--- config.mk ---
export PLATFORM = sky130hd
export DESIGN_NAME = ara_eoc_ctrl
export DESIGN_NICKNAME = d
export VERILOG_FILES = /design/src/rtl/ara_eoc_pkg.sv /design/src/rtl/eoc_sat_counter.sv /design/src/rtl/ara_eoc_ctrl.sv
export SDC_FILE = /design/constraint.sdc
export NUM_CORES = 1
export LEC_CHECK = 0
export CAP_MARGIN = 20
export CORE_ASPECT_RATIO = 0.5
export CORE_MARGIN = 2
export CORE_UTILIZATION = 44
export DETAILED_ROUTE_END_ITERATION = 8
export GPL_TIMING_DRIVEN = 0
export PLACE_DENSITY = 0.72
export SETUP_SLACK_MARGIN = 0.3
export SYNTH_ARGS = -nofsm -noshare
export SYNTH_HDL_FRONTEND = slang
export SYNTH_SLANG_ARGS = --single-unit
--- constraint.sdc ---
create_clock -name clk_i -period 2.3 [get_ports clk_i]
set_input_delay 0.23 -clock clk_i [delete_from_list [all_inputs] [get_ports clk_i]]
set_output_delay 0.23 -clock clk_i [all_outputs]
set_load 0.03 [all_outputs]
--- src/rtl/ara_eoc_pkg.sv ---
// rtl/ara_eoc_pkg.sv - shared types, register offsets and byte-merge helper for the end-of-computation responder
package ara_eoc_pkg;

    // Word offsets, decoded from addr[4:3]
    localparam logic [1:0] EOC_TOHOST   = 2'd0;
    localparam logic [1:0] EOC_RUNCTRL  = 2'd1;
    localparam logic [1:0] EOC_RUNTIME  = 2'd2;
    localparam logic [1:0] EOC_FROMHOST = 2'd3;

    typedef enum logic [1:0] {
        IDLE = 2'd0,
        RUN  = 2'd1,
        DONE = 2'd2
    } eoc_state_e;

    // Harness-visible exit word: done flag in bit 0, code above it
    typedef struct packed {
        logic [62:0] code;
        logic        done;
    } exit_t;

    // Replace each byte of old_val whose enable is set with the matching byte of new_val
    function automatic logic [63:0] byte_merge(
        input logic [63:0] old_val,
        input logic [63:0] new_val,
        input logic [7:0]  be
    );
        logic [63:0] res;
        res = old_val;
        for (int i = 0; i < 8; i++) begin
            if (be[i]) begin
                res[i*8 +: 8] = new_val[i*8 +: 8];
            end
        end
        return res;
    endfunction

endpackage

--- src/rtl/eoc_sat_counter.sv ---
// rtl/eoc_sat_counter.sv - 64-bit up counter with synchronous clear that sticks at all-ones
module eoc_sat_counter (
    input  logic        clk,
    input  logic        rst,
    input  logic        clr,
    input  logic        en,
    output logic [63:0] count
);

    // Clear has priority over counting; the counter never wraps past all-ones
    always_ff @(posedge clk) begin
        if (rst) begin
            count <= '0;
        end else if (clr) begin
            count <= '0;
        end else if (en && (count != '1)) begin
            count <= count + 64'd1;
        end
    end

endmodule

--- src/rtl/ara_eoc_ctrl.sv ---
// rtl/ara_eoc_ctrl.sv - memory-mapped tohost/fromhost responder with runtime counter and watchdog
module ara_eoc_ctrl #(
    parameter int unsigned AddrWidth   = 64,
    parameter logic [63:0] MaxCycles   = 64'd0,
    parameter logic [62:0] TimeoutCode = 63'd1337
) (
    input  logic                 clk_i,
    input  logic                 rst_i,
    input  logic                 req_i,
    output logic                 gnt_o,
    input  logic                 we_i,
    input  logic [AddrWidth-1:0] addr_i,
    input  logic [63:0]          wdata_i,
    input  logic [7:0]           be_i,
    output logic                 rvalid_o,
    output logic [63:0]          rdata_o,
    output logic [63:0]          exit_o,
    output logic [63:0]          runtime_o,
    output logic                 running_o
);

    import ara_eoc_pkg::*;

    eoc_state_e  state_q, state_d;
    exit_t       exit_q, exit_d;
    logic [63:0] tohost_q;
    logic [63:0] fromhost_q;
    logic        rvalid_q;
    logic [63:0] rdata_q;
    logic [63:0] runtime;
    logic [63:0] wd_count;

    logic [1:0]  offset;
    logic        wr;
    logic        rd;
    logic [63:0] tohost_merged;
    logic [63:0] fromhost_merged;
    logic        tohost_wr;
    logic        fromhost_wr;
    logic        terminate;
    logic        runctrl_wr;
    logic        start;
    logic        stop;
    logic        wd_enabled;
    logic        wd_expire;
    logic        rt_clr;
    logic        rt_en;
    logic [63:0] read_val;
    logic        unused_addr;

    // Only the word offset matters; the rest of the address is don't-care
    assign offset      = addr_i[4:3];
    assign unused_addr = ^{addr_i[AddrWidth-1:5], addr_i[2:0]};

    assign gnt_o = req_i;
    assign wr    = req_i & we_i;
    assign rd    = req_i & ~we_i;

    assign tohost_merged   = byte_merge(tohost_q, wdata_i, be_i);
    assign fromhost_merged = byte_merge(fromhost_q, wdata_i, be_i);

    // Once finished, TOHOST and RUNCTRL writes are acknowledged but dropped
    assign tohost_wr   = wr && (offset == EOC_TOHOST) && (state_q != DONE);
    assign fromhost_wr = wr && (offset == EOC_FROMHOST);
    assign terminate   = tohost_wr && be_i[0] && wdata_i[0];
    assign runctrl_wr  = wr && (offset == EOC_RUNCTRL) && be_i[0] && (state_q != DONE);
    assign start       = runctrl_wr && wdata_i[0];
    assign stop        = runctrl_wr && !wdata_i[0];

    assign wd_enabled = (MaxCycles != 64'd0);
    assign wd_expire  = wd_enabled && (state_q != DONE) && (wd_count == (MaxCycles - 64'd1));

    // Next-state and exit-word selection; a software finish beats a simultaneous watchdog expiry
    always_comb begin
        state_d = state_q;
        exit_d  = exit_q;
        case (state_q)
            IDLE: begin
                if (terminate) begin
                    state_d = DONE;
                    exit_d  = exit_t'(tohost_merged);
                end else if (wd_expire) begin
                    state_d     = DONE;
                    exit_d.code = TimeoutCode;
                    exit_d.done = 1'b1;
                end else if (start) begin
                    state_d = RUN;
                end
            end
            RUN: begin
                if (terminate) begin
                    state_d = DONE;
                    exit_d  = exit_t'(tohost_merged);
                end else if (wd_expire) begin
                    state_d     = DONE;
                    exit_d.code = TimeoutCode;
                    exit_d.done = 1'b1;
                end else if (stop) begin
                    state_d = IDLE;
                end
            end
            DONE: begin
                state_d = DONE;
            end
            default: begin
                state_d = IDLE;
            end
        endcase
    end

    // FSM state and sticky exit word
    always_ff @(posedge clk_i) begin
        if (rst_i) begin
            state_q <= IDLE;
            exit_q  <= '0;
        end else begin
            state_q <= state_d;
            exit_q  <= exit_d;
        end
    end

    // A start clears the runtime; it counts only across edges that keep the FSM in RUN,
    // so the value seen at a stop or finish is the last one counted
    assign rt_clr = start && (state_d == RUN);
    assign rt_en  = (state_q == RUN) && (state_d == RUN);

    eoc_sat_counter u_runtime (
        .clk   (clk_i),
        .rst   (rst_i),
        .clr   (rt_clr),
        .en    (rt_en),
        .count (runtime)
    );

    eoc_sat_counter u_watchdog (
        .clk   (clk_i),
        .rst   (rst_i),
        .clr   (1'b0),
        .en    (wd_enabled && (state_q != DONE)),
        .count (wd_count)
    );

    // Software-visible scratch and tohost registers
    always_ff @(posedge clk_i) begin
        if (rst_i) begin
            tohost_q   <= '0;
            fromhost_q <= '0;
        end else begin
            if (tohost_wr) begin
                tohost_q <= tohost_merged;
            end
            if (fromhost_wr) begin
                fromhost_q <= fromhost_merged;
            end
        end
    end

    // Read mux sees register contents before any write landing on the same edge
    always_comb begin
        read_val = '0;
        case (offset)
            EOC_TOHOST:   read_val = tohost_q;
            EOC_RUNCTRL:  read_val = {63'b0, (state_q == RUN)};
            EOC_RUNTIME:  read_val = runtime;
            EOC_FROMHOST: read_val = fromhost_q;
            default:      read_val = '0;
        endcase
    end

    // One-cycle response for every granted access; writes return zero data
    always_ff @(posedge clk_i) begin
        if (rst_i) begin
            rvalid_q <= 1'b0;
            rdata_q  <= '0;
        end else begin
            rvalid_q <= req_i;
            rdata_q  <= rd ? read_val : 64'd0;
        end
    end

    assign rvalid_o  = rvalid_q;
    assign rdata_o   = rdata_q;
    assign exit_o    = exit_q;
    assign runtime_o = runtime;
    assign running_o = (state_q == RUN);

endmodule

Word level (Yosys, flattened, before mapping)
Cells that the tools add are included.
W data, S select, Z words.
{"block": "totals", "regBits": 323, "in_bits": 140, "out_inout_bits": 195, "wordCells": 70}
{"block": "op_classes", "n_addsub": 1, "eq_ne": 8, "mux": 14, "bitwise_logic": 4, "n_reduce_logical": 28}
{"operator": "$pmux W64 S4", "count": 1}
{"operator": "$add A64 B1 Y64 const B", "count": 1}
{"operator": "$mux W8", "count": 8}
{"operator": "$ne A64 B64 Y1 const B", "count": 1}
{"operator": "$reduce_and A2 Y1", "count": 9}
{"operator": "$logic_and A1 B1 Y1", "count": 13}
{"operator": "$mux W2", "count": 4}
{"operator": "$eq A2 B1 Y1 const B", "count": 3}
{"operator": "$eq A2 B2 Y1 const B", "count": 3}
{"operator": "$pmux W2 S3", "count": 1}
{"operator": "$reduce_or A2 Y1", "count": 3}
{"operator": "$logic_not A2 Y1", "count": 2}
{"operator": "$and A1 B1 Y1", "count": 2}
{"operator": "$ne A2 B2 Y1 const B", "count": 1}
{"operator": "$not A1 Y1", "count": 2}
{"operator": "$logic_not A1 Y1", "count": 1}

Longest topological paths before layout
{"block": "logic_depth", "ltp_word": 11, "ltp_mapped": 9, "depth_no_buf": 6}

Hierarchy
A second synthesis with hierarchy kept.
{"block": "hier_totals", "cells_unflattened": 1581, "hier_area_um2": 14337.5}
{"mod": "ara_eoc_ctrl", "n_inst": 1, "cells_per_inst": 1181, "area_per_inst_um2": 10983.0, "seq_area_each_um2": 5185.0}
{"mod": "eoc_sat_counter", "n_inst": 1, "cells_per_inst": 400, "area_per_inst_um2": 3354.5, "seq_area_each_um2": 1281.2}

Worst setup path after synthesis
Ideal clock, no wire load.
{"block": "synth_timing", "path_type": "register to register", "start": "reg u_runtime.count[48]", "end": "reg u_runtime.count[13]", "setup_ps": 128, "arrival_ps": 2105, "t_required_ps": 2172, "slack_ps": 67, "path_stages_with_launch": 9, "n_path_buf": 2, "period_less_slack_ps": 2233, "cell_sequence": "dfxtp_1 nand4_1 nor4_4 nand3_2 buf_6 clkbuf_1 o21ai_1 xor2_1 nor2_1"}
{"block": "synth_between", "elab_chain_len": 2}
{"element": "start, declared", "line": "eoc_sat_counter.sv:7", "source": "output logic [63:0] count"}
{"element": "start signal, assigned", "line": "eoc_sat_counter.sv:17", "source": "count <= count + 64'd1;"}
{"element": "$ne A64 B64 Y1", "line": "eoc_sat_counter.sv:16", "source": "end else if (en && (count != '1)) begin"}
{"element": "$logic_and A1 B1 Y1", "line": "eoc_sat_counter.sv:16"}
Every way passes these cells.
A chain may end at the register's enable or synchronous reset.

Final worst setup path
{"block": "layout_timing", "start": "reg u_runtime.count[43]", "end": "reg u_runtime.count[61]"}
{"block": "layout_between", "elab_chain_len": 2, "elab_cells_between_ends": 3, "cone_classes": "add/sub (1); eq/ne (1); reduce/logical (1)"}
{"element": "branches (longest 2 deep; another with $add A64 B1 Y64)"}
Parallel ways; which one is timed is not known.

==> flow_summary_export.csv <==
group,metric,value,unit
worst_setup_path,crit_chain,"nand4_1 -> or4_4 -> nor2_4 -> o2111ai_4 -> or3_1 -> a21oi_1",
clock_tree,numClockSinks,323,
synth,synth_edf_count,0,
floorplanning,fp.dieW,253,um
floorplanning,top_level_ports,335,
sta,hold_viol_final,0,
worst_setup_path,path_class,"reg2reg",
worst_setup_path,cp_data_arrival_time,2.67,ns
final_layout,nets,2122,
floorplanning,die_h,129,um
worst_setup_path,setup.worst_path.end_class,"register",
worst_setup_path,crit_buf_inv,0,
global_routing,grt_usage,27.3,%
synth,yosys.area.top_type_share,47.2,%
synth,synth_xor_area_share,2.17,%
synth,yosysWarnings,0,
synth,avgSynthCellArea,8.41,sq um
worst_setup_path,slowest_delay,0.63,ns
final_layout,drive_above_1_share,14.1,%
final_layout,final_common_cell,"dfxtp_1",
synth,yosysSeqAreaShare,47.2,%
final_layout,final_core_utilization,62.1,%
global_routing,grt_remaining_overflow,0,
floorplanning,design.die.area,32600,sq um
floorplanning,core-area,30500,sq um
clock_tree,h-tree-depth,1,
drt,dr.pass1.iters,5,
global_routing,grt_pass1_wl,69600,um
status,outcome,"complete, no violations",
final_layout,fill_cells,2596,
synth,synth_compound_area_share,13.7,%
synth,async_flop_share,0,%
power_and_ir_drop,p_leak,6.72,nW
sta,rsz0062_at_grt,"yes",
global_routing,antenna_found_initial,1,
power_and_ir_drop,p_per_area,601,nW/um^2
final_layout,syn_to_final_growth,38.1,%
final_layout,multiInputGateArea,7010,sq um
place,place.gp.congestion,0.882,
synth,synth_area,13700,sq um
sta,finalSetupViolCount,0,
synth,yosys-top-cells-area,"dfxtp_1, mux2i_1, a21oi_1",
sta,period_share,94.0,%
place,dp_hpwl,32900,um
final_layout,regArea,6660,sq um
final_layout,stdcell_area,18900,sq um
sta,slew_headroom,38.3,%
synth,ys_types,54,
sta,fin_crit,2.16,ns
global_routing,grt_max_degree,16,
place,portBuffers,262,
synth,synth_top_family_by_area,"simple AND/OR/NAND/NOR gates",
worst_setup_path,worstSetupStartpointType,"register",
synth,synth-simple-area-share,23.1,%
synth,synthMuxAreaShare,10.0,%
worst_setup_path,crit_fanout,8,
final_layout,layout_common_cells,"dfxtp_1, clkdlybuf4s50_1, nor2_1, nand2_1, a21oi_1",
worst_setup_path,cp_top_family,"simple AND/OR/NAND/NOR gates",
drt,viasPerCell,5.58,
clock_tree,clock_path_buffers,3,
sta,fin_skew,0.0121,ns
floorplanning,rows,45,
worst_setup_path,crit_required,2.81,ns
sta,max_clock_freq,462,MHz
clock_tree,clk_pin_slew,0.07,ns
synth,ys.flop_type,"dfxtp_1",
sta,tightest_slew,0.926,ns
drt,wl_per_cell,19.4,um
drt,drc_errors,0,
global_routing,grt_pass1_vias,12055,
flow_run,max_cap_viol_count,0,
synth,synthCells,1628,
clock_tree,cts_buffers,30,
clock_tree,cts_tree,"done",
drt,vias,13542,
synth,synthesis.nets,1769,
worst_setup_path,slowest_stage,"or4_4",
drt,routed_wl,47000,um
synth,synth-seq-cells,323,
clock_tree,cts_root_buf,"clkbuf_16",
synth,synthAdderAreaFrac,0.0914,%
place,dpl_cell_area,17000,sq um
clock_tree,clk_latency,0.58,ns
floorplanning,start_util,45.0,%
sta,fin_setup_tns,0,ns
sta,drv_slew,0,
synth,synth_top_area_cell,"dfxtp_1",
hold_path,min_path_type,"in2reg",
power_and_ir_drop,peakVddDrop,0.563,mV
drt,first_iter_violations,1301,
drt,ant_nets,0,
-- worst register-to-register path, delay by kind of cell (launching register included) --
family           cells  cell delay [ns]
flip-flops           1             0.39
AND/OR/NAND/NOR      4             1.38
AO/OA/AOI/OAI        2             0.31
-- final timing paths --
path	startpoint	to	slack, ns	cells after the start
worst max-delay path	u_runtime.count[43]	u_runtime.count[61]	0.14	6
worst min-delay path	be_i[0]	exit_o[3]	0.15	3
worst max register to register	u_runtime.count[43]	u_runtime.count[61]	0.14	6
worst min register to register	fromhost_q[25]	fromhost_q[25]	0.46	2
-- kinds of logic after synthesis --
group,count (synthesis)
DFF,323
AOI/OAI and AO/OA,325
adders and majority gates,1
buffers and inverters,123
xor gates and xnor gates,34
and+or+nand+nor,686
muxes,136
-- per-stage QoR --
stage,power [W],hold slack (ns),setup slack [ns],std cells
6_report,0.0114,0.150,0.138,2428
5_1_grt,0.0117,0.178,0.102,2428
4_1_cts,0.0114,0.135,0.101,2393
3_5_place_dp,0.00652,0.447,-0.918,2314
3_3_place_gp,0.00651,0.442,-1.61,2313
2_1_floorplan,0.00616,0.366,0.296,1628
-- report_power, final --
part	internal [W]	leakage, nW	total (W)	switching, W
registers	0.00558	2.65	0.00561	0.0000283
clock network	0.00269	0.488	0.00497	0.00227
logic	0.000291	3.58	0.000781	0.000489
total	0.00857	6.72	0.0114	0.00279
-- flip-flops by register name, summed over array words and instances, names as in the netlist --
name	cells
tohost_q	64
state_q	2
fromhost_q	64
u_runtime.count	64
rdata_o	64
rvalid_o	1
exit_o	64
-- area by class of cell --
type	instances	share of cell area, %
Multi-Input combinational cell	1182	37.1
Sequential cell	323	35.2
Timing Repair Buffer	321	16.4
Clock buffer	41	4.68
Buffer	117	3.24
Tap cell	423	2.80
Clock inverter	14	0.417
Inverter	6	0.119
Antenna cell	1	0.0132
-- what timing repair did --
item                       4_1_cts  5_1_grt
resized for setup               64      124
setup endpoints to repair      317      259
pin swaps                       14       28
hold buffers                     0        0
buffers inserted                24       34
-- cell usage after synthesis (3+ instances only) --
master and n:
nor2_1 244, a211oi_1 65, mux2i_1 135, or4_1 9, inv_1 6, nand2_1 221
buf_1 6, o211ai_1 11, buf_6 3, and4_1 7, nor3_1 6, nand4_1 24
nand2b_1 5, xor2_1 26, and2_1 13, nor4_1 5, clkbuf_1 93, o2111ai_1 3
o21ai_0 23, and4_2 4, or3_1 17, a31oi_1 3, dfxtp_1 323, and3_1 13
nor4_4 3, buf_2 12, nor2b_1 4, nand3_1 92, buf_4 3, nor4b_1 3
a21oi_1 208, xnor2_1 8
-- metal layers --
layer	part of all wire [%]	wire, um	vias up	track usage [%]
met5	0	0	-	0
li1	-	-	6388	-
met3	8.1	3800	90	4.69
met2	45	21200	537	43.2
met1	44	20900	6527	38.7
met4	2.5	1160	0	7.00
Power figures use the tool's default switching activity.
